**config.mk**
```make
export PLATFORM = sky130hd
export DESIGN_NAME = noc_local_injector
export DESIGN_NICKNAME = d
export VERILOG_FILES = /design/src/rtl/noc_local_injector.sv
export SDC_FILE = /design/constraint.sdc
export NUM_CORES = 1
export LEC_CHECK = 0
export BUFFER_PORTS_ARGS = -buffer_cell sky130_fd_sc_hd__buf_2
export CAP_MARGIN = 30
export CORE_UTILIZATION = 50
export DETAILED_ROUTE_END_ITERATION = 8
export HOLD_SLACK_MARGIN = 0.06
export PLACE_DENSITY = 0.73
export SLEW_MARGIN = 20
export SYNTH_ARGS = -nofsm -noshare
export SYNTH_HDL_FRONTEND = slang
export SYNTH_SLANG_ARGS = --single-unit
export TNS_END_PERCENT = 100
```
**constraint.sdc**
```tcl
create_clock -name clk -period 3 [get_ports clk]
set_clock_uncertainty 0.1 [all_clocks]
set_input_delay 0.3 -clock clk [delete_from_list [all_inputs] [get_ports clk]]
set_output_delay 0.3 -clock clk [all_outputs]
set_load 0.01 [all_outputs]
```
**src/rtl/noc_local_injector.sv**
```systemverilog
// noc_local_injector: transmit stage in front of a mesh router's local port.
// Queues packet descriptors from the core, then emits head/body/tail flits,
// one per cycle, whenever the router reports room in its local buffer.
module noc_local_injector #(
   parameter logic [3:0] ROUTER_ID  = 4'd0,
   parameter int         FIFO_DEPTH = 4
) (
   input  logic        clk,
   input  logic        rst,
   input  logic        req_valid_i,
   output logic        req_ready_o,
   input  logic [3:0]  req_dest_i,
   input  logic [3:0]  req_len_i,
   input  logic        pay_valid_i,
   output logic        pay_ready_o,
   input  logic [13:0] pay_data_i,
   input  logic        local_full_i,
   output logic [16:0] local_data_o,
   output logic        busy_o,
   output logic [15:0] pkt_sent_o
);

   localparam int PTR_W = (FIFO_DEPTH > 1) ? $clog2(FIFO_DEPTH) : 1;
   localparam int CNT_W = PTR_W + 1;

   typedef enum logic [1:0] {IDLE, HEAD, BODY} state_t;

   state_t             state, state_next;
   logic [3:0]         fifo_dest [FIFO_DEPTH];
   logic [3:0]         fifo_len  [FIFO_DEPTH];
   logic [PTR_W-1:0]   wr_ptr, rd_ptr;
   logic [CNT_W-1:0]   count;
   logic [3:0]         desc_dest, desc_len;
   logic [3:0]         body_cnt, body_cnt_next;
   logic               full, empty, push, pop;
   logic               pending, xfer, tail_xfer;
   logic [16:0]        flit;

   // Head flit: valid, head, tail-if-empty-packet, then routing fields.
   function automatic logic [16:0] head_flit(input logic [3:0] dest, input logic [3:0] len);
      return {1'b1, 1'b1, (len == 4'd0), dest, ROUTER_ID, len, 2'b00};
   endfunction

   // Body flit: valid, no head, tail on the last word, then payload.
   function automatic logic [16:0] body_flit(input logic last, input logic [13:0] pay);
      return {1'b1, 1'b0, last, pay};
   endfunction

   assign full        = (count == CNT_W'(FIFO_DEPTH));
   assign empty       = (count == '0);
   // Ready is held low while reset is asserted, even though the FIFO is empty.
   assign req_ready_o = rst && !full;
   assign push        = req_valid_i && req_ready_o;
   assign busy_o      = !empty || (state != IDLE);

   // Next-state, flit selection and handshake outputs.
   always_comb begin
      state_next    = state;
      body_cnt_next = body_cnt;
      pending       = 1'b0;
      flit          = '0;
      tail_xfer     = 1'b0;
      pop           = 1'b0;
      case (state)
         IDLE: begin
            if (!empty) begin
               pop        = 1'b1;
               state_next = HEAD;
            end
         end
         HEAD: begin
            pending = 1'b1;
            flit    = head_flit(desc_dest, desc_len);
            if (!local_full_i) begin
               if (desc_len == 4'd0) begin
                  tail_xfer = 1'b1;
               end else begin
                  body_cnt_next = desc_len;
                  state_next    = BODY;
               end
            end
         end
         BODY: begin
            pending = pay_valid_i;
            flit    = body_flit(body_cnt == 4'd1, pay_data_i);
            if (pay_valid_i && !local_full_i) begin
               body_cnt_next = body_cnt - 4'd1;
               if (body_cnt == 4'd1) begin
                  tail_xfer = 1'b1;
               end
            end
         end
         default: state_next = IDLE;
      endcase
      // After a tail, chain straight into the next queued packet with no bubble.
      if (tail_xfer) begin
         if (!empty) begin
            pop        = 1'b1;
            state_next = HEAD;
         end else begin
            state_next = IDLE;
         end
      end
      xfer         = pending && !local_full_i;
      local_data_o = xfer ? flit : '0;
      pay_ready_o  = (state == BODY) && pay_valid_i && !local_full_i;
   end

   // Control state: FSM, FIFO pointers/occupancy, body counter, packet counter.
   always_ff @(posedge clk or negedge rst) begin
      if (!rst) begin
         state      <= IDLE;
         wr_ptr     <= '0;
         rd_ptr     <= '0;
         count      <= '0;
         body_cnt   <= '0;
         pkt_sent_o <= '0;
      end else begin
         state    <= state_next;
         body_cnt <= body_cnt_next;
         if (push) wr_ptr <= wr_ptr + PTR_W'(1);
         if (pop)  rd_ptr <= rd_ptr + PTR_W'(1);
         case ({push, pop})
            2'b10:   count <= count + CNT_W'(1);
            2'b01:   count <= count - CNT_W'(1);
            default: count <= count;
         endcase
         if (tail_xfer) pkt_sent_o <= pkt_sent_o + 16'd1;
      end
   end

   // Descriptor storage and the active descriptor; contents only matter once valid.
   always_ff @(posedge clk) begin
      if (push) begin
         fifo_dest[wr_ptr] <= req_dest_i;
         fifo_len[wr_ptr]  <= req_len_i;
      end
      if (pop) begin
         desc_dest <= fifo_dest[rd_ptr];
         desc_len  <= fifo_len[rd_ptr];
      end
   end

endmodule

```
==> impl_metrics.json <==
{
  "ys_types": 51,
  "gp_congestion": 0.745,
  "grtUsageMet1_pct": 23.7,
  "fin_hold_ws_ns": 0.0875,
  "hold_class": "input port to flip-flop",
  "initial_core_util_pct": 51.8,
  "maxSlewViolCount": 0,
  "wire_per_inst_um": 15.2,
  "final_cells": 390,
  "rr_startpoint": "state[0]",
  "drc": 0,
  "synthToLayoutAreaGrowth_pct": 21.2,
  "portBuffers": 62,
  "synth_top_area_share_pct": 36.5,
  "grt_util_met2_pct": 29.7,
  "ios": 63,
  "drt-pass1-iter-count": 4,
  "placed_cells": 368,
  "startpoint_type": "flip-flop",
  "max_cap_viol_count": 0,
  "clk_pin_slew_ns": 0.08,
  "drt-total-wl_um": 5930,
  "ys_seq_elements": 69,
  "r2r_end": "count[2]",
  "dieWidth_um": 83.1,
  "period_needed_ns": 2.82,
  "slowest_delay_ns": 0.42,
  "gr-total-overflow": 0,
  "cpLargestDelayFamily": "simple AND/OR/NAND/NOR gates",
  "yosysSeqAreaShare_pct": 58.5,
  "die_y_um": 83.1,
  "crit_chain": "inv_1 > ha_1 > buf_4 > a21oi_1 > nor3b_4 > and2_1 > a22o_1 > buf_2",
  "worst-path-buf-inv": 3,
  "worst_ep_arrival_time_ns": 2.42,
  "grt_max_degree": 30,
  "cts_tree": "yes",
  "grt_pass1_vias": 2090,
  "cp-endpoint": "local_data_o[3]",
  "synth_edf_count": 40,
  "synth_area_leaders": "edfxtp_1 36%, dfrtp_1 22%, mux4_2 5.5%",
  "clock_path_buffers": 2,
  "dr_total_vias": 2085,
  "finalSetupViolCount": 0,
  "ys.flop_type": "edfxtp_1",
  "clock_latency_ns": 0.34,
  "top_usage_layer": "met2",
  "async_flop_share_pct": 42.0,
  "r2r_slack_ns": 0.27,
  "drtAntennaViolNets": 0,
  "cts-root-buf": "clkbuf_8",
  "core_mm2": 0.00635,
  "p_leak_uw": 0.00174,
  "end_kind": "output port",
  "gr-usage-met3_pct": 6.86,
  "syn-cell-area_mm2": 0.00329,
  "cp.required_ns": 2.60,
  "synth_top_cells_by_count": "40 x edfxtp_1, 29 x dfrtp_1, 13 x nand2_1",
  "antenna_found_initial": 0,
  "cts.sinks": 69,
  "finalHoldViolCount": 0,
  "via_per_inst": 5.35,
  "relSlewSlack_pct": 51.4,
  "cts_made_buffers": 9,
  "reg2reg_depth": 10,
  "antennaDiodeCount": 0,
  "synth_nets": 273,
  "rsz0062_at_grt": "no",
  "synth_warnings": 0,
  "cp-startpoint": "state[0]",
  "status": "complete, no violations",
  "irDropWorstVdd_uv": 595,
  "cp_num_cells": 8,
  "h-tree-depth": 3,
  "fin_crit_sh_pct": 93.8,
  "power.density_mw_per_mm2": 854,
  "rows": 29,
  "fill_cells": 479,
  "cp_slowest_cell": "dfrtp_1",
  "nets": 348,
  "dpl.hpwl_um": 4180,
  "drtIter0Drc": 107,
  "final.setup.tns_ns": 0,
  "die_area_mm2": 0.00691,
  "worstSetupPathType": "flip-flop to output port",
  "syn_avg_cell_area_um2": 14.1,
  "syn-instance-count": 233,
  "hold_start": "req_dest_i[3]",
  "cp_max_fo": 21,
  "fmax_mhz": 355,
  "drive_gt1_share_pct": 34.5,
  "grt_usage_pct": 18.8,
  "synth_top_area_cell": "edfxtp_1",
  "synth.most_common_cell": "edfxtp_1",
  "worst_pin_slew_ns": 0.730,
  "grt_pass1_wl_um": 9940
}
-- state kept, by name (all words and copies together), names as in the netlist --
register    flops
desc_dest       4
wr_ptr          2
fifo_len       16
desc_len        4
pkt_sent_o     16
body_cnt        4
count           3
state           2
rd_ptr          2
fifo_dest      16
-- how the worst min path moves through the flow --
stage	endpoint	slack, ns	cells after the start
global placement	body_cnt[2]	0.31	2
global route	fifo_len[0][2]	0.06	1
floorplan	body_cnt[0]	-0.1	0
finish	fifo_dest[0][3]	0.09	1
CTS	fifo_dest[0][3]	0.06	1
detailed placement	body_cnt[2]	0.30	2
-- what timing repair did --
item / in CTS / in global routing
buffers inserted: 0 / 0
resized for setup: 0 / 1
setup endpoints to repair: 0 / 8
hold buffers: 6 / 0
hold endpoints to repair: 47 / 0
-- logic make-up (layout without fill, tap and decap cells) --
family / count (synthesis) / after routing / share of synthesized area, %
fa+ha+maj: 13 / 13 / 5.17
buf+inv: 17 / 97 / 2.58
xor+xnor: 21 / 21 / 5.59
flops: 69 / 69 / 58.5
compound gates: 29 / 29 / 7.41
simple gates: 73 / 73 / 14.3
mux: 11 / 11 / 6.46
-- layout by cell type, fill, tap and decap left out, types with 10 or more instances in the layout --
| cell type | synthesis | layout |
|---|---|---|
| buf_2 | 2 | 62 |
| edfxtp_1 | 40 | 40 |
| dfrtp_1 | 29 | 29 |
| nand2_1 | 13 | 13 |
| ha_1 | 12 | 12 |
| and3_1 | 11 | 11 |
| xnor2_1 | 11 | 11 |
| xor2_1 | 10 | 10 |
-- power by group --
| group | switching (uW) | internal (uW) | leakage, uW | total (uW) |
|---|---|---|---|---|
| logic | 490 | 504 | 0.000885 | 995 |
| clock network | 356 | 556 | 0.000120 | 912 |
| registers | 239 | 1260 | 0.000732 | 1500 |
| total | 1090 | 2320 | 0.00174 | 3410 |
-- routing by layer --
layer | part of all wire, % | wire length, um
met5 | 0 | 0
met4 | 1.0 | 61
met3 | 4.8 | 282
met2 | 48 | 2830
met1 | 46 | 2750
-- per-stage QoR --
step                instance area (um2)  utilization (%)  setup WS [ns]  total power, uW
finish                             3990             62.9          0.185             3410
global route                       3990             62.9         0.0190             3620
CTS                                3990             62.8         0.0592             3430
detailed placement                 3680             57.9          0.269             2510
global placement                   3680             57.9          0.339             2470
floorplan                          3290                -          0.317             2230
-- final cells by class --
| cell class | count | area, um2 | share of cell area [%] |
|---|---|---|---|
| Sequential cell | 69 | 1930 | 48.3 |
| Multi-Input combinational cell | 147 | 1290 | 32.2 |
| Timing Repair Buffer | 72 | 400 | 10.0 |
| Clock buffer | 9 | 124 | 3.10 |
| Clock inverter | 7 | 124 | 3.10 |
| Tap cell | 77 | 96.3 | 2.41 |
| Inverter | 9 | 33.8 | 0.846 |
-- worst register-to-register path: cells and delay by family, from the launching register on --
family,cells,cell delay (ns)
adders and majority gates,3,0.95
AOI/OAI and AO/OA,2,0.50
DFF,1,0.40
xor gates and xnor gates,2,0.29
and+or+nand+nor,2,0.27
buffers and inverters,1,0.09
Power figures use the tool's default switching activity.
